[config.mk]
export PLATFORM = sky130hd
export DESIGN_NAME = bcd_mod_counter
export DESIGN_NICKNAME = d
export VERILOG_FILES = /design/src/rtl/bcd_mod_counter.sv
export SDC_FILE = /design/constraint.sdc
export NUM_CORES = 1
export LEC_CHECK = 0
export CORE_UTILIZATION = 35
export CTS_CLUSTER_DIAMETER = 120
export CTS_CLUSTER_SIZE = 24
export DETAILED_ROUTE_END_ITERATION = 10
export GPL_TIMING_DRIVEN = 0
export SYNTH_ARGS = -nofsm -noshare
export SYNTH_HDL_FRONTEND = slang
export SYNTH_SLANG_ARGS = --single-unit
[constraint.sdc]
create_clock -name clk -period 1.4 [get_ports clk]
set_input_delay 0.28 -clock clk [delete_from_list [all_inputs] [get_ports clk]]
set_output_delay 0.28 -clock clk [all_outputs]
set_load 0.05 [all_outputs]
[src/rtl/bcd_mod_counter.sv]
// Fully synchronous multi-digit modulo-RADIX counter with load, enable, direction and cascade carry.
// Define BCD_MOD_COUNTER_SATURATE_EN to make counting saturate at the terminal state instead of wrapping.
module bcd_mod_counter #(
    parameter int unsigned DIGITS = 2,
    parameter int unsigned RADIX  = 10,
    localparam int unsigned W     = 4 * DIGITS
) (
    input  logic         clk,
    input  logic         rst_l,
    input  logic         en,
    input  logic         up,
    input  logic         load,
    input  logic [W-1:0] din,
    output logic [W-1:0] q,
    output logic         tc,
    output logic         load_err
);

    localparam logic [3:0] MAX_DIG = 4'(RADIX - 1);
    localparam logic [4:0] RADIX_5 = 5'(RADIX);

    logic [W-1:0] count_q, count_d;
    logic         load_err_q, load_err_d;
    logic [3:0]   term_val;
    logic         all_term;
    logic         sat_hold;
    logic [3:0]   dig;
    logic         carry;

    assign term_val = up ? MAX_DIG : 4'd0;

    always_comb begin
        all_term = 1'b1;
        for (int k = 0; k < int'(DIGITS); k++) begin
            if (count_q[4*k +: 4] != term_val) begin
                all_term = 1'b0;
            end
        end
    end

`ifdef BCD_MOD_COUNTER_SATURATE_EN
    assign sat_hold = all_term;
`else
    assign sat_hold = 1'b0;
`endif

    // Digit k steps only while every lower digit sits at its terminal value.
    always_comb begin
        count_d    = count_q;
        load_err_d = 1'b0;
        dig        = 4'd0;
        carry      = 1'b1;
        if (load) begin
            for (int k = 0; k < int'(DIGITS); k++) begin
                dig = din[4*k +: 4];
                if ({1'b0, dig} >= RADIX_5) begin
                    dig        = MAX_DIG;
                    load_err_d = 1'b1;
                end
                count_d[4*k +: 4] = dig;
            end
        end else if (en && !sat_hold) begin
            for (int k = 0; k < int'(DIGITS); k++) begin
                dig = count_q[4*k +: 4];
                if (carry) begin
                    if (up) begin
                        count_d[4*k +: 4] = (dig == MAX_DIG) ? 4'd0 : dig + 4'd1;
                    end else begin
                        count_d[4*k +: 4] = (dig == 4'd0) ? MAX_DIG : dig - 4'd1;
                    end
                end
                carry = carry & (dig == term_val);
            end
        end
    end

    always_ff @(posedge clk or negedge rst_l) begin
        if (!rst_l) begin
            count_q    <= '0;
            load_err_q <= 1'b0;
        end else begin
            count_q    <= count_d;
            load_err_q <= load_err_d;
        end
    end

    assign q        = count_q;
    assign load_err = load_err_q;
    assign tc       = en & all_term;

endmodule

==> results of run 1 <==
[metal layers]
metal / track usage (%) / part of all wire (%) / routed length [um]
met1: 27.9 / 50 / 1170
met2: 26.4 / 47 / 1090
met3: 0.909 / 2.6 / 61
met4: 7.14 / 0.34 / 8
met5: 0 / 0 / 0
[worst register-to-register path, stage by stage (launching register included)]
cell,delay (ns)
sky130_fd_sc_hd__dfrtp_2,0.41
sky130_fd_sc_hd__buf_6,0.14
sky130_fd_sc_hd__buf_6,0.12
sky130_fd_sc_hd__or4_1,0.46
sky130_fd_sc_hd__a21oi_1,0.13
sky130_fd_sc_hd__nand4b_1,0.16
sky130_fd_sc_hd__a22o_1,0.14
[power by group through the flow]
stage	logic, mW	clock network (mW)	registers, mW
2_1_floorplan	0.272	0	0.439
3_3_place_gp	0.521	0	0.338
3_5_place_dp	0.524	0	0.337
4_1_cts	0.537	0.205	0.331
5_1_grt	0.669	0.219	0.337
6_report	0.626	0.191	0.332
[worst min path at each step]
stage / startpoint / to / cells past startpoint
after floorplan: rst_l / load_err / 0
after global placement: rst_l / q[7] / 1
after detailed placement: rst_l / q[7] / 1
after CTS: rst_l / load_err / 1
after global routing: rst_l / load_err / 1
final: rst_l / load_err / 1
[cell usage after synthesis, types with 3 or more instances]
master	count	area, sq um
sky130_fd_sc_hd__nand3b_1	3	22.5
sky130_fd_sc_hd__nand2_1	6	22.5
sky130_fd_sc_hd__clkbuf_1	4	15.0
sky130_fd_sc_hd__o21ai_0	5	25.0
sky130_fd_sc_hd__nor2b_1	3	18.8
sky130_fd_sc_hd__a21boi_0	5	37.5
sky130_fd_sc_hd__nor2_1	7	26.3
sky130_fd_sc_hd__a21oi_1	5	25.0
sky130_fd_sc_hd__inv_1	3	11.3
sky130_fd_sc_hd__dfrtp_1	9	225
sky130_fd_sc_hd__nand2b_1	4	25.0
sky130_fd_sc_hd__buf_2	6	30.0
[stage by stage]
stage               power, mW  std cells
finish                   1.15        165
global route             1.23        165
CTS                      1.07        158
detailed placement      0.862        150
global placement        0.859        150
floorplan               0.711        102
[registers in the layout, summed over array words and instances, names as in the netlist]
signal	flops
q	8
load_err	1
[cell families (layout without fill, tap and decap cells)]
kind of cell / after synthesis / after routing / synth area share, %
simple gates: 40 / 40 / 28.8
compound gates: 35 / 35 / 30.8
buf+inv: 14 / 49 / 8.31
flops: 9 / 9 / 27.7
xor+xnor: 3 / 3 / 3.23
mux: 1 / 1 / 1.23
[cell type report]
class | instances | share of cell area [%]
Buffer | 11 | 7.45
Timing Repair Buffer | 31 | 20.9
Clock buffer | 4 | 1.96
Tap cell | 28 | 2.61
Sequential cell | 9 | 17.4
Inverter | 3 | 0.838
Multi-Input combinational cell | 79 | 48.9
[cells in the final DEF, fill, tap and decap left out, types with 4 or more instances in the layout]
cell	n
sky130_fd_sc_hd__nand2b_1	4
sky130_fd_sc_hd__clkbuf_4	4
sky130_fd_sc_hd__a21boi_0	4
sky130_fd_sc_hd__dfrtp_2	7
sky130_fd_sc_hd__nor2_1	6
sky130_fd_sc_hd__nand2_1	6
sky130_fd_sc_hd__buf_6	12
sky130_fd_sc_hd__clkdlybuf4s50_1	9
sky130_fd_sc_hd__clkbuf_1	4
sky130_fd_sc_hd__o21ai_0	5
sky130_fd_sc_hd__buf_4	8
[what timing repair did]
action,in CTS,in global routing
setup buffers,4,7
resized for setup,45,24
setup endpoints to repair,17,14
pin swaps,6,7
==> run summary, run 1 <==
ROUTING
--------------------------------------------------------------------------------------
Number of vias in the routed layout .....................................          897
First-pass iteration count of the detailed router .......................            4
Total length of routed wires ............................................      2330 um
Routed len/inst .........................................................      14.1 um
Via density per instance ................................................         5.44
DRT antenna net count ...................................................            0
Violation count after the first detailed-routing iteration ..............           17
Final routed DRC violation total ........................................            0

WORST SETUP PATH
--------------------------------------------------------------------------------------
Data required time of the critical path .................................      1.12 ns
Critical path destination ...............................................           tc
Type of the worst setup path ............................................ register to output pin
Logic depth of the worst path, buffers included .........................            4
Crit path arrival time ..................................................      1.70 ns
CP peak stage delay .....................................................      0.41 ns
Reg2Reg Depth ...........................................................            6
Critical path launch point ..............................................         q[4]
Cells along the critical path ........................................... buf_6 > or3_4 > a2111oi_4 > buf_6
Critical path buffers and inverters .....................................            2
CP Capture Type .........................................................   output pin
Minimum setup slack among reg-to-reg paths ..............................     -0.22 ns
Worst reg2reg endpoint ..................................................         q[3]
Critical path's top delay family ........................................   flip-flops
Cell mode on critical path .............................................. sky130_fd_sc_hd__buf_6
Worst R2R Start .........................................................         q[3]
Nature of the critical path startpoint ..................................     register
Critical-path cell with the highest stage delay ......................... sky130_fd_sc_hd__dfrtp_2
Crit path max fanout ....................................................           10

PLACE
--------------------------------------------------------------------------------------
Post-detail-place hpwl ..................................................      1500 um
IO buf count ............................................................           20
Final RePlAce weighted congestion .......................................        0.798
Area of placed instances ................................................   1150 sq um
Post-placement worst setup slack ........................................     -1.49 ns

STATUS
--------------------------------------------------------------------------------------
Status .................................................................. complete, but fails checks
Violations in the final reports ......................................... setup timing

CELLS AND AREA
--------------------------------------------------------------------------------------
Total area of multi-input combinational cells ...........................    657 sq um
Fillers .................................................................          199
Area growth from synthesis to layout ....................................        65.2%
Area of all placed cells without fillers ................................   1340 sq um
Final core area utilization .............................................        61.3%
Area occupied by registers ..............................................    234 sq um
Ratio of cells with drive above 1 in the final layout ...................        43.8%
Nets ....................................................................          151
Number of inserted diodes ...............................................            0

CTS
--------------------------------------------------------------------------------------
TritonCTS clock tree ....................................................          yes
Clock root buffer ....................................................... sky130_fd_sc_hd__clkbuf_4
Sink Count ..............................................................            9
Bufs on Longest Clock Path ..............................................            2
Level count of the clock H-tree .........................................            1
Hold buffers post-CTS ...................................................            0
Clock buffers created by TritonCTS ......................................            3
Clock slew at the register clock pins of the worst setup and hold paths .      0.06 ns
Later-pin clock latency in the skew report ..............................      0.25 ns

TIMING
--------------------------------------------------------------------------------------
Highest attainable clock frequency ......................................    0.506 GHz
Final hold slack ........................................................     0.324 ns
Relative slew margins ...................................................        67.2%
Least setup slack across all paths after layout .........................    -0.577 ns
RSZ-0062 raised after global routing ....................................         true
Worst clock skew ........................................................   0.00244 ns
Hold violation count in the final report ................................            0
Setup-violating endpoint count in the final report ......................            7
Sum of negative setup slack .............................................     -1.03 ns
Worst-margin pin slew ...................................................     0.492 ns
Post-layout minimum cycle time ..........................................      1.98 ns
Ratio of final minimum period to clock period ...........................         141%
Final Max Tran Viols ....................................................            0

DIE
--------------------------------------------------------------------------------------
Die area ................................................................   2520 sq um
Die span in y ...........................................................      50.2 um
Number of rows in the core area .........................................           17
Chip width ..............................................................      50.2 um
I/O pins ................................................................           23
Area of the core region .................................................   2190 sq um
Initial Util ............................................................        37.1%

SYNTHESIS
--------------------------------------------------------------------------------------
#FFs+latches synth ......................................................            9
Most common flop cell mapped by yosys ................................... sky130_fd_sc_hd__dfrtp_1
Syn Inst Count ..........................................................          102
Cell area after technology mapping ......................................    813 sq um
Number of flops mapped to enable cells by yosys .........................            0
Post-synth net total ....................................................          115
Synth Area per Inst .....................................................   7.97 sq um
Count of warnings emitted by yosys ......................................            0
Sequential-to-total area share from yosys stat ..........................        27.7%
Count of distinct cell types in the synthesized netlist .................           44
Async set or reset register ratio after synthesis .......................         100%

RUN
--------------------------------------------------------------------------------------
Maximum capacitance violations ..........................................            0

POWER AND IR DROP
--------------------------------------------------------------------------------------
Internal power summed over all cells ....................................       677 uW
Net Sw Frac .............................................................        41.1%
Pwr per Cell Area .......................................................  856 nW/um^2
Leak Pwr ................................................................     0.517 nW
Combinational share of power ............................................        54.5%
Worst vdd ir ............................................................       521 uV
Sequential power share ..................................................        28.9%
Power share of the clock group ..........................................        16.6%
Net switching power of the design .......................................       473 uW

GLOBAL ROUTING
--------------------------------------------------------------------------------------
Remaining Overflow, GRT .................................................            0
GRT Util Overall ........................................................        18.2%
Global-route wire length before repair ..................................      3540 um
Pin count of the biggest net entering global routing ....................           11
Number of global-route vias before repair ...............................          792
Initial antenna violation count .........................................            0

HOLD PATH
--------------------------------------------------------------------------------------
Worst min path class .................................................... input port to asynchronous set/reset pin

(Power assumes the default switching activity.)
==> inputs of run 2 (changes only) <==
SETUP_SLACK_MARGIN = 0.4   (was not set)
==> run 2 against run 1 <==
  * Maximum frequency is 0.69% higher
  * Critical path depth unchanged
  * Critical endpoint unchanged
  * Clock power is essentially flat
  * Global-route usage increased by 1.7 points
  * Sequential power grew 2%
  * First-iteration DRC count unchanged
  * Utilization rose by 6.8 points
  * Register-to-register slack got worse by 0.02 ns
  * Combinational power is 18% higher
  * Worst setup slack better by 0.014 ns
  * Die area is the same
  * Wire length grew 6.4%
  * The run still ends with setup timing left
==> run summary, run 2 (synthesis gave the netlist of run 1 again) <==
ROUTING
--------------------------------------------------------------------------------------
Routed len/inst .........................................................      14.5 um   was 14.1 um
Number of vias in the routed layout .....................................          939   was 897
Violation count after the first detailed-routing iteration ..............           17   unchanged
Total length of routed wires ............................................      2480 um   was 2330 um
Final routed DRC violation total ........................................            0   unchanged
Via density per instance ................................................         5.49   was 5.44
DRT antenna net count ...................................................            0   unchanged
First-pass iteration count of the detailed router .......................            4   unchanged

POWER AND IR DROP
--------------------------------------------------------------------------------------
Worst vdd ir ............................................................       604 uV   was 521 uV
Leak Pwr ................................................................     0.596 nW   was 0.517 nW
Pwr per Cell Area .......................................................  852 nW/um^2   was 856 nW/um^2

RUN
--------------------------------------------------------------------------------------
Maximum capacitance violations ..........................................            0   unchanged

CTS
--------------------------------------------------------------------------------------
Clock root buffer ....................................................... sky130_fd_sc_hd__clkbuf_4   unchanged
Clock slew at the register clock pins of the worst setup and hold paths .      0.06 ns   about the same
Hold buffers post-CTS ...................................................            0   unchanged
Sink Count ..............................................................            9   unchanged
Bufs on Longest Clock Path ..............................................            2   unchanged
TritonCTS clock tree ....................................................          yes   unchanged
Level count of the clock H-tree .........................................            1   unchanged
Clock buffers created by TritonCTS ......................................            3   unchanged
Later-pin clock latency in the skew report ..............................      0.25 ns   about the same

STATUS
--------------------------------------------------------------------------------------
Violations in the final reports ......................................... setup timing   unchanged
Status .................................................................. complete, but fails checks   unchanged

WORST SETUP PATH
--------------------------------------------------------------------------------------
Nature of the critical path startpoint ..................................     register   unchanged
Worst R2R Start .........................................................         q[3]   unchanged
Crit path arrival time ..................................................      1.68 ns   was 1.70 ns
Data required time of the critical path .................................      1.12 ns   about the same
Critical path launch point ..............................................         q[4]   unchanged
Type of the worst setup path ............................................ register to output pin   unchanged
Crit path max fanout ....................................................            2   was 10
CP Capture Type .........................................................   output pin   unchanged

CELLS AND AREA
--------------------------------------------------------------------------------------
Fillers .................................................................          169   was 199
Number of inserted diodes ...............................................            0   unchanged
Area growth from synthesis to layout ....................................        83.5%   was 65.2%
Most frequent cells in the layout ....................................... 19 x sky130_fd_sc_hd__buf_6, 9 x sky130_fd_sc_hd__clkdlybuf4s50_1, 8 x sky130_fd_sc_hd__buf_8, 8 x sky130_fd_sc_hd__dfrtp_2, 7 x sky130_fd_sc_hd__buf_4   was 12 x sky130_fd_sc_hd__buf_6, 9 x sky130_fd_sc_hd__clkdlybuf4s50_1, 8 x sky130_fd_sc_hd__buf_4
Ratio of cells with drive above 1 in the final layout ...................        49.0%   was 43.8%
Nets ....................................................................          157   was 151
Final core area utilization .............................................        68.1%   was 61.3%
Flip-flop count of the largest register after layout ....................            8   unchanged
Most frequent standard cell in the layout excluding fill and tap cells .. sky130_fd_sc_hd__buf_6   unchanged

DIE
--------------------------------------------------------------------------------------
I/O pins ................................................................           23   unchanged
Area of the core region .................................................   2190 sq um   unchanged
Die span in y ...........................................................      50.2 um   unchanged
Number of rows in the core area .........................................           17   unchanged
Die area ................................................................   2520 sq um   unchanged
Initial Util ............................................................        37.1%   unchanged
Chip width ..............................................................      50.2 um   unchanged

PLACE
--------------------------------------------------------------------------------------
IO buf count ............................................................           20   unchanged
Post-detail-place hpwl ..................................................      1520 um   was 1500 um
Final RePlAce weighted congestion .......................................        0.798   about the same
Post-placement worst setup slack ........................................     -1.49 ns   about the same

TIMING
--------------------------------------------------------------------------------------
Final Max Tran Viols ....................................................            0   unchanged
Worst-margin pin slew ...................................................     0.543 ns   was 0.492 ns
Ratio of final minimum period to clock period ...........................         140%   was 141%
Highest attainable clock frequency ......................................    0.509 GHz   was 0.506 GHz
RSZ-0062 raised after global routing ....................................         true   unchanged
Relative slew margins ...................................................        63.8%   was 67.2%
Least setup slack across all paths after layout .........................    -0.563 ns   was -0.577 ns
Setup-violating endpoint count in the final report ......................            8   was 7
Hold violation count in the final report ................................            0   unchanged
Post-layout minimum cycle time ..........................................      1.96 ns   was 1.98 ns
Sum of negative setup slack .............................................     -1.48 ns   was -1.03 ns
Worst clock skew ........................................................   0.00732 ns   was 0.00244 ns

GLOBAL ROUTING
--------------------------------------------------------------------------------------
GRT Util Overall ........................................................        19.9%   was 18.2%
Initial antenna violation count .........................................            0   unchanged
Pin count of the biggest net entering global routing ....................           11   unchanged
Number of global-route vias before repair ...............................          829   was 792
Global-route wire length before repair ..................................      3800 um   was 3540 um
Remaining Overflow, GRT .................................................            0   unchanged

HOLD PATH
--------------------------------------------------------------------------------------
Worst min path class .................................................... input port to asynchronous set/reset pin   unchanged

==> run 2: changes by cell type in the layout (fill, tap and decap cells not counted), sizes merged <==
cell	change
buf	+12
clkbuf	-3
clkdlybuf4s15	-3
==> run 2: what timing repair did <==
item                       CTS  global route
gates cloned                 0             0
resized for setup           95            23
setup endpoints to repair   17            19
pin swaps                    9            11
setup buffers               12             5
==> run 2: cell type report <==
| type | count | area (sq um) | share of cell area, % |
|---|---|---|---|
| clock buffers | 4 | 26.3 | 1.76 |
| flip-flops and latches | 9 | 235 | 15.8 |
| repair buffers | 37 | 410 | 27.5 |
| plain buffers | 11 | 103 | 6.87 |
| multi-input cells | 79 | 672 | 45.0 |
| well taps | 28 | 35.0 | 2.35 |
| inverters | 3 | 11.3 | 0.754 |
==> run 2: report_power, final <==
part,switching (mW),internal [mW],leakage (nW)
registers,0.0417,0.296,0.0990
clock network,0.0846,0.109,0.0150
logic,0.378,0.362,0.482
total,0.504,0.767,0.596
==> run 2: worst max-delay path: stages, from the launching register on <==
cell and delay [ns]:
sky130_fd_sc_hd__dfrtp_2 0.41, sky130_fd_sc_hd__buf_6 0.12, sky130_fd_sc_hd__or3_4 0.37, sky130_fd_sc_hd__a2111oi_4 0.32, sky130_fd_sc_hd__buf_6 0.21
==> run 2: per-stage QoR <==
| stage | hold WS [ns] | instance area [sq um] | total power [mW] | instances |
|---|---|---|---|---|
| after CTS | 0.327 | 1370 | 1.18 | 166 |
| after floorplan | -0.0156 | 916 | 0.712 | 102 |
| after detailed placement | 0.611 | 1150 | 0.862 | 150 |
| final | 0.319 | 1490 | 1.27 | 171 |
| after global routing | 0.337 | 1490 | 1.35 | 171 |
| after global placement | 0.608 | 1150 | 0.860 | 150 |
==> run 2: path summary, 6_finish.rpt <==
check	depth (start not counted)	slack, ns	endpoint
min reg2reg	2	0.73	q[7]
min in group clk	2	0.39	q[2]
min	1	0.32	load_err
max	4	-0.56	tc
max in group asynchronous	1	0.76	q[0]
max reg2reg	6	-0.24	q[3]
==> run 2: layer usage <==
metal  GRT usage (%)  share of wire, %  wire length (um)  vias up
met2            30.7                50              1240       22
met4            7.14              0.32                 8        0
met5               0                 0                 0        -
li1                -                 -                 -      459
met1            29.2                47              1170      456
met3           0.909               2.3                58        2
